--- config.mk ---
export PLATFORM = sky130hd
export DESIGN_NAME = uc_multiciclo
export DESIGN_NICKNAME = d
export VERILOG_FILES = /design/src/rtl/uc_pkg.sv /design/src/rtl/uc_decoder.sv /design/src/rtl/uc_multiciclo.sv
export SDC_FILE = /design/constraint.sdc
export NUM_CORES = 1
export LEC_CHECK = 0
export CAP_MARGIN = 30
export CORE_MARGIN = 8
export CORE_UTILIZATION = 50
export CTS_BUF_LIST = sky130_fd_sc_hd__clkbuf_4 sky130_fd_sc_hd__clkbuf_8
export DETAILED_ROUTE_END_ITERATION = 10
export PLACE_DENSITY = 0.87
export SYNTH_ARGS = -nofsm -noshare
export SYNTH_HDL_FRONTEND = slang
export SYNTH_SLANG_ARGS = --single-unit
--- constraint.sdc ---
create_clock -name i_clk -period 4.9 [get_ports i_clk]
set_input_delay 0.98 -clock i_clk [delete_from_list [all_inputs] [get_ports i_clk]]
set_output_delay 0.98 -clock i_clk [all_outputs]
set_load 0.02 [all_outputs]
--- src/rtl/uc_pkg.sv ---
// Shared types and constants for the multicycle control unit.
// Holds the FSM state enum, the decoded instruction class enum, ALU command codes,
// RV opcode/funct constants and the ALU flag bit positions.
package uc_pkg;

  typedef enum logic [2:0] {
    StIdle,
    StFetch,
    StDecode,
    StExec,
    StMem,
    StWb,
    StHalt
  } state_e;

  typedef enum logic [3:0] {
    ClsRAdd,
    ClsRSub,
    ClsRAnd,
    ClsROr,
    ClsAddi,
    ClsLd,
    ClsSd,
    ClsBeq,
    ClsBne,
    ClsIll
  } cls_e;

  // ALU command codes understood by the datapath
  localparam logic [3:0] AluAdd = 4'b0000;
  localparam logic [3:0] AluSub = 4'b0001;
  localparam logic [3:0] AluAnd = 4'b0010;
  localparam logic [3:0] AluOr  = 4'b0011;

  // Major opcodes
  localparam logic [6:0] OpR   = 7'b0110011;
  localparam logic [6:0] OpImm = 7'b0010011;
  localparam logic [6:0] OpLd  = 7'b0000011;
  localparam logic [6:0] OpSt  = 7'b0100011;
  localparam logic [6:0] OpBr  = 7'b1100011;

  // funct3 / funct7 selectors
  localparam logic [2:0] F3AddSub = 3'b000;
  localparam logic [2:0] F3And    = 3'b111;
  localparam logic [2:0] F3Or     = 3'b110;
  localparam logic [2:0] F3Addi   = 3'b000;
  localparam logic [2:0] F3Dword  = 3'b011;
  localparam logic [2:0] F3Beq    = 3'b000;
  localparam logic [2:0] F3Bne    = 3'b001;
  localparam logic [6:0] F7Base   = 7'b0000000;
  localparam logic [6:0] F7Alt    = 7'b0100000;

  // alu_flags bit positions (bit 3 is unused)
  localparam int unsigned FlagZero = 0;
  localparam int unsigned FlagMsb  = 1;
  localparam int unsigned FlagOvf  = 2;

  // ALU operation a class uses for its arithmetic (address or result)
  function automatic logic [3:0] cls_alu_cmd(input cls_e cls);
    logic [3:0] cmd;
    case (cls)
      ClsRSub: cmd = AluSub;
      ClsRAnd: cmd = AluAnd;
      ClsROr:  cmd = AluOr;
      default: cmd = AluAdd;
    endcase
    return cmd;
  endfunction

  // Register-register classes take ALU operand B from rs2
  function automatic logic cls_is_r(input cls_e cls);
    return (cls == ClsRAdd) || (cls == ClsRSub) || (cls == ClsRAnd) || (cls == ClsROr);
  endfunction

endpackage

--- src/rtl/uc_decoder.sv ---
// Combinational instruction classifier.
// Ports:
//   i_opcode  instr[6:0]
//   i_funct3  instr[14:12]
//   i_funct7  instr[31:25]
//   o_cls     decoded class; ClsIll for anything outside the supported subset
module uc_decoder
  import uc_pkg::*;
(
  input  logic [6:0] i_opcode,
  input  logic [2:0] i_funct3,
  input  logic [6:0] i_funct7,
  output cls_e       o_cls
);

  always_comb begin
    o_cls = ClsIll;
    case (i_opcode)
      OpR: begin
        if (i_funct7 == F7Base) begin
          case (i_funct3)
            F3AddSub: o_cls = ClsRAdd;
            F3And:    o_cls = ClsRAnd;
            F3Or:     o_cls = ClsROr;
            default:  o_cls = ClsIll;
          endcase
        end else if (i_funct7 == F7Alt && i_funct3 == F3AddSub) begin
          o_cls = ClsRSub;
        end
      end
      OpImm: if (i_funct3 == F3Addi)  o_cls = ClsAddi;
      OpLd:  if (i_funct3 == F3Dword) o_cls = ClsLd;
      OpSt:  if (i_funct3 == F3Dword) o_cls = ClsSd;
      OpBr: begin
        if (i_funct3 == F3Beq)      o_cls = ClsBeq;
        else if (i_funct3 == F3Bne) o_cls = ClsBne;
      end
      default: o_cls = ClsIll;
    endcase
  end

endmodule

--- src/rtl/uc_multiciclo.sv ---
// Multicycle control unit for the fd datapath.
// Sequences each instruction through FETCH/DECODE/EXEC/[MEM]/[WB] and decodes the
// datapath strobes from the current state and the class latched in DECODE.
// Ports:
//   i_clk        core clock, rising edge
//   i_rst_n      synchronous reset, ACTIVE HIGH (name kept to match the datapath)
//   i_opcode     instr[6:0]; i_funct3 instr[14:12]; i_funct7 instr[31:25]
//   i_alu_flags  bit0 zero, bit1 MSB, bit2 overflow, bit3 unused
//   o_ir_we      load IR           o_pc_we   update PC      o_pc_src  0 PC+4, 1 PC+imm
//   o_alu_src    0 rs2, 1 imm      o_rf_src  0 ALU, 1 mem   o_rf_we   RF write
//   o_d_mem_we   data mem write    o_alu_cmd ALU operation  o_halt    illegal instr seen
module uc_multiciclo
  import uc_pkg::*;
#(
  parameter int unsigned MEM_LAT = 1,
  parameter int unsigned CNT_W   = 4
) (
  input  logic       i_clk,
  input  logic       i_rst_n,
  input  logic [6:0] i_opcode,
  input  logic [2:0] i_funct3,
  input  logic [6:0] i_funct7,
  input  logic [3:0] i_alu_flags,
  output logic       o_ir_we,
  output logic       o_pc_we,
  output logic       o_pc_src,
  output logic       o_alu_src,
  output logic       o_rf_src,
  output logic       o_rf_we,
  output logic       o_d_mem_we,
  output logic [3:0] o_alu_cmd,
  output logic       o_halt
);

  localparam logic [CNT_W-1:0] CntLast = CNT_W'(MEM_LAT - 1);

  state_e           r_state;
  cls_e             r_cls;
  logic [CNT_W-1:0] r_cnt;
  cls_e             w_cls;
  logic             w_mem_last;
  logic             w_taken;
  logic             w_unused_flags;

  uc_decoder u_decoder (
    .i_opcode (i_opcode),
    .i_funct3 (i_funct3),
    .i_funct7 (i_funct7),
    .o_cls    (w_cls)
  );

  assign w_mem_last = (r_cnt == CntLast);
  // BEQ branches on zero, BNE on non-zero
  assign w_taken    = (r_cls == ClsBeq) ? i_alu_flags[FlagZero] : ~i_alu_flags[FlagZero];
  assign w_unused_flags = i_alu_flags[FlagMsb] ^ i_alu_flags[FlagOvf] ^ i_alu_flags[3];

  always_ff @(posedge i_clk) begin
    if (i_rst_n) begin
      r_state <= StIdle;
      r_cls   <= ClsIll;
      r_cnt   <= '0;
    end else begin
      case (r_state)
        StIdle:   r_state <= StFetch;
        StFetch:  r_state <= StDecode;
        StDecode: begin
          r_cls   <= w_cls;
          r_state <= (w_cls == ClsIll) ? StHalt : StExec;
        end
        StExec: begin
          case (r_cls)
            ClsBeq, ClsBne: r_state <= StFetch;
            ClsLd, ClsSd: begin
              r_state <= StMem;
              r_cnt   <= '0;
            end
            default: r_state <= StWb;
          endcase
        end
        StMem: begin
          r_cnt <= r_cnt + CNT_W'(1);
          if (w_mem_last) begin
            r_state <= (r_cls == ClsLd) ? StWb : StFetch;
          end
        end
        StWb:    r_state <= StFetch;
        StHalt:  r_state <= StHalt;
        default: r_state <= StIdle;
      endcase
    end
  end

  // Moore decode; only the branch target select looks at the live ALU flags.
  always_comb begin
    o_ir_we    = 1'b0;
    o_pc_we    = 1'b0;
    o_pc_src   = 1'b0;
    o_alu_src  = 1'b0;
    o_rf_src   = 1'b0;
    o_rf_we    = 1'b0;
    o_d_mem_we = 1'b0;
    o_alu_cmd  = AluAdd;
    o_halt     = 1'b0;
    case (r_state)
      StFetch: o_ir_we = 1'b1;
      StExec: begin
        if (r_cls == ClsBeq || r_cls == ClsBne) begin
          o_alu_cmd = AluSub;
          o_pc_we   = 1'b1;
          o_pc_src  = w_taken;
        end else begin
          o_alu_src = ~cls_is_r(r_cls);
          o_alu_cmd = cls_alu_cmd(r_cls);
        end
      end
      StMem: begin
        // Address operands held so the memory sees a stable address
        o_alu_src  = 1'b1;
        o_alu_cmd  = AluAdd;
        o_d_mem_we = (r_cls == ClsSd);
        o_pc_we    = (r_cls == ClsSd) && w_mem_last;
      end
      StWb: begin
        o_rf_we   = 1'b1;
        o_pc_we   = 1'b1;
        o_rf_src  = (r_cls == ClsLd);
        o_alu_src = ~cls_is_r(r_cls);
        o_alu_cmd = cls_alu_cmd(r_cls);
      end
      StHalt:  o_halt = 1'b1;
      default: ;
    endcase
  end

endmodule

# Word level (Yosys, flattened, before mapping)
# Index checks and enable logic that the tools add are counted.
# totals
ff_bits,11
latch_bits,0
ramBits,0
rom_bits,0
in_bits,23
out_inout_bits,12
wordCells,79
mem_count,0
# op_classes
add_sub_neg,1
n_mul,0
div_mod_pow,0
n_lt_le_gt_ge,0
eq_ne,26
shifts,0
n_mux,31
bitwise,2
reduce_logical,16
# ops
op,n
4-bit two-way mux,7
7-bit by 6-bit == test with 1-bit output (second input constant),3
4-bit one-hot mux with 5 select lines,1
3-bit one-hot mux with 6 select lines,1
3-bit == test (second input constant),5
4-bit by 3-bit == test with 1-bit output (second input constant),3
4-bit one-hot mux with 3 select lines,1
1-bit two-way mux,11
3-bit by 2-bit == test with 1-bit output (second input constant),3
3-bit two-way mux,3
4-bit by 2-bit == test with 1-bit output (second input constant),2
4-bit == test (second input constant),2
4-bit zero test,2
4-bit one-hot mux with 2 select lines,1
7-bit by 2-bit == test with 1-bit output (second input constant),1
7-bit by 5-bit == test with 1-bit output (second input constant),1
7-bit == test (second input constant),1
7-bit zero test,1
3-bit by 1-bit == test with 1-bit output (second input constant),2
3-bit zero test,2
1-bit one-hot mux with 3 select lines,2
2-bit one-hot mux with 3 select lines,1
3-bit one-hot mux with 2 select lines,1
2-bit OR reduction,3
other kinds (11),16

# Logic depth before layout (Yosys ltp)
# logic_depth
ltp_word,8
depth_mapped,7
ltp_nobuf,7

# By module
# A second synthesis with hierarchy kept.
# hier_totals
cells_unflattened,143
hier_area_um2,1099.8
# modules_own_cells
mod,n_inst,cells_each,area_per_inst_um2
uc_multiciclo,1,99,775.7
uc_decoder,1,44,324.1

# Worst setup path after synthesis
# OpenSTA, ideal clock, no wires.
# synth_path
path_type,flip-flop to output port
startpoint,register r_state[2]
endpoint,output port o_alu_cmd[1]
t_arrival_ns,1.884
required_ns,3.920
setup_slack_ns,2.036
stages_incl_launch_ff,5
path_buffers,1
cell_sequence,dfxtp_1 -> buf_6 -> inv_1 -> nand3_1 -> a2111oi_0
# synth_between
elab_chain_len,2
word_cells_on_any_way,3
classes_between,eq/ne (2); mux (1)
# synth_rtl
element,line_no,text
"start, declared",uc_multiciclo.sv:37,state_e r_state;
"start signal, assigned",uc_multiciclo.sv:59,r_state <= StIdle;
"start signal, assigned",uc_multiciclo.sv:64,StIdle: r_state <= StFetch;
"start signal, assigned",uc_multiciclo.sv:65,StFetch: r_state <= StDecode;
3-bit == test / 3-bit by 2-bit == test with 1-bit output (equally long branches),uc_multiciclo.sv:104,case (r_state)
2-bit one-hot mux with 2 select lines (*),uc_multiciclo.sv:104,
"end, declared",uc_multiciclo.sv:31,"output logic [3:0] o_alu_cmd,"
# Mark *: on every way between the ends. The rest lies on a longest branch, timed or not.

# Worst setup path after layout
# layout_path
startpoint,input port i_alu_flags[0]
endpoint,output port o_pc_src
# layout_between
elab_chain_len,4
# layout_rtl
element,line_no,text
"start, declared",uc_multiciclo.sv:23,"input logic [3:0] i_alu_flags,"
1-bit inverter,uc_multiciclo.sv:54,assign w_taken = (r_cls == ClsBeq) ? i_alu_flags[FlagZero] : ~i_alu_flags[FlagZero];
1-bit two-way mux (*),uc_multiciclo.sv:54,
1-bit two-way mux (*),uc_multiciclo.sv:107,if (r_cls == ClsBeq || r_cls == ClsBne) begin
1-bit two-way mux (*),uc_multiciclo.sv:104,
"end, declared",uc_multiciclo.sv:26,"output logic o_pc_src,"
# Marks and branches as above.

==> results.json <==
{
  "outcome": "complete, no violations",
  "timing.setup.tns_ns": 0,
  "rows": 16,
  "gp_congestion": 0.8917,
  "layout.cells.non_filler": 191,
  "fill_cells": 190,
  "die_w_um": 61.60,
  "setup_viol_count_final": 0,
  "synth_seq_cells": 11,
  "syn_to_final_growth_pct": 24.91,
  "start_kind": "primary input",
  "worstPathRequired_ns": 3.92,
  "vdd_drop_max_uv": 114.6,
  "route.detailed.vias_per_inst": 5.634,
  "route.detailed.drc": 0,
  "finalInstanceArea_mm2": 0.001299,
  "path_max_fanout": 1,
  "synth_edf_count": 0,
  "path_class": "primary input to output port",
  "critical-path-top-delay-family": "buffers and inverters",
  "initial_utilization_pct": 53.00,
  "grt_start_max_net_pins": 12,
  "whs_ns": 0.5015,
  "rsz0062_at_grt": "no",
  "wire_per_inst_um": 13.29,
  "hold_path_class": "register to register",
  "ys.flop_type": "dfxtp_1",
  "dp_hpwl_mm": 2.083,
  "grt-ovfl-total": 0,
  "p_per_area_mw_per_mm2": 249.4,
  "cpMaxStageDelayCell": "clkdlybuf4s50_1",
  "io_pins": 35,
  "fmax_mhz": 291.1,
  "period_share_pct": 70.11,
  "ctsResizeCount": 0,
  "clk_latency_ns": 0.28,
  "numCtsBuffers": 3,
  "worstMarginPinSlew_ns": 0.5106,
  "design.core.area_mm2": 0.001962,
  "clock-sinks": 11,
  "cap_violations": 0,
  "multi_input_area_um2": 694.4,
  "hold_buffers": 0,
  "yosys_warnings": 0,
  "root_buffer": "clkbuf_4",
  "wirelength_mm": 2.538,
  "seq_area_frac_synth_pct": 21.18,
  "dp_cells": 187,
  "cp_common_cell": "clkdlybuf4s50_1",
  "fin_util_pct": 66.20,
  "cts_buffer_depth": 2,
  "async_reset_ff_share_pct": 0,
  "path_cells": "clkdlybuf4s50_1, mux2_2, nor2_1, clkdlybuf4s50_1",
  "hold_viol": 0,
  "ant_nets": 0,
  "power.leakage_uw": 0.0004742,
  "layout_common_cells": "clkdlybuf4s50_1 (29), nor2_1 (18), a21oi_1 (11), dfxtp_1 (11), nand2_1 (10)",
  "end_kind": "output port",
  "drtIter0Drc": 30,
  "htreeDepth": 1,
  "worstPathArrival_ns": 2.46,
  "cts_tree": "done",
  "num_antenna_cells": 0,
  "syn-mean-instance-area_um2": 7.534,
  "grt.total_usage_pct": 14.08,
  "fin_crit_ns": 3.435,
  "post_cts_buffers": 0,
  "drv_slew": 0,
  "max_stage_delay_ns": 0.61,
  "skew_ns": 0.004689,
  "vias": 1076,
  "synth_cell_types": 46,
  "syn-cell-area_mm2": 0.001040,
  "drive_gt1_share_pct": 7.927,
  "fin_nets": 190,
  "layout_commonest_cell": "clkdlybuf4s50_1",
  "crit_buf_inv": 2,
  "slew_headroom_pct": 65.08,
  "first_global_vias": 1009,
  "portBuffers": 29,
  "die_area_mm2": 0.003795,
  "grt_pass1_wl_mm": 4.015,
  "postPlaceCellArea_mm2": 0.001269,
  "first_pass_iters": 4,
  "antenna_found_initial": 0,
  "clk_pin_slew_ns": 0.07,
  "die_height_um": 61.60,
  "regArea_um2": 220.2,
  "syn_inst": 138
}
-- cell families after synthesis --
logic type	Yosys count	share of synthesized area (%)
AND/OR/NAND/NOR	67	36.58
AO/OA/AOI/OAI	37	23.22
buffers and inverters	16	12.39
flip-flops	11	21.18
adder cells (fa/ha/maj)	2	2.406
XOR/XNOR	2	1.685
multiplexers	2	2.166
other	1	0.3607
-- flip-flops by register name (all words and copies together) (netlist names) --
signal	cells
r_cnt	4
r_cls	4
r_state	3
-- routing by layer --
layer / track usage [%] / share of wire (%)
met2: 26.29 / 51
met5: 0 / 0
met3: 3.132 / 6.3
met4: 10.71 / 2.4
met1: 12.78 / 40
-- synthesized netlist by cell type (all sizes together) (2+ instances only) --
master | n | area, um2
a21oi | 11 | 55.05
mux2 | 2 | 22.52
or4b | 2 | 20.02
o32ai | 2 | 17.52
and2 | 2 | 13.77
and3b | 2 | 17.52
nand3 | 3 | 15.01
a31oi | 4 | 25.02
buf | 3 | 26.27
nor2b | 3 | 18.77
nand2b | 4 | 25.02
nand2 | 10 | 37.54
ha | 2 | 25.02
or3 | 3 | 20.02
a211o | 4 | 35.03
nor3 | 9 | 45.04
dfxtp | 11 | 220.2
and3 | 2 | 13.77
xor2 | 2 | 17.52
nor2 | 18 | 67.56
nor4 | 2 | 12.51
o21ai | 9 | 45.04
clkbuf | 3 | 31.28
inv | 8 | 30.03
nor3b | 2 | 15.01
-- report_power, final --
group          internal (uW)  switching (uW)
clock network           37.2            32.9
logic                   62.0            65.0
registers                103            23.9
-- worst reg2reg max path: cells and delay by family (launching register included) --
family           cells  cell delay [ns]
AO/OA/AOI/OAI        2             0.22
AND/OR/NAND/NOR      3             0.92
flip-flops           1             0.38
-- area by class of cell --
type | count | area share, %
Sequential cell | 11 | 16.96
Timing Repair Buffer | 29 | 22.35
Tap cell | 27 | 2.601
Inverter | 8 | 2.312
Clock buffer | 4 | 2.312
Multi-Input combinational cell | 112 | 53.47
-- worst paths after layout --
path                         start                 endpoint  slack (ns)  cells past startpoint
max                 i_alu_flags[0]                 o_pc_src        1.46                      4
min          r_cnt[3]$_SDFFE_PP0P_    r_cnt[3]$_SDFFE_PP0P_        0.50                      2
max reg2reg  r_cls[0]$_SDFFE_PP1P_  r_state[2]$_SDFFE_PP0P_        3.25                      5
min reg2reg  r_cnt[3]$_SDFFE_PP0P_    r_cnt[3]$_SDFFE_PP0P_        0.50                      2
-- through the flow --
step	worst slack, ns	power, uW
6_report	1.465	323.9
5_1_grt	1.374	343.2
4_1_cts	1.455	323.3
3_5_place_dp	1.455	254.5
3_3_place_gp	1.463	249.6
2_1_floorplan	2.036	230.7
Note: power is estimated with default switching activity, not from simulation.
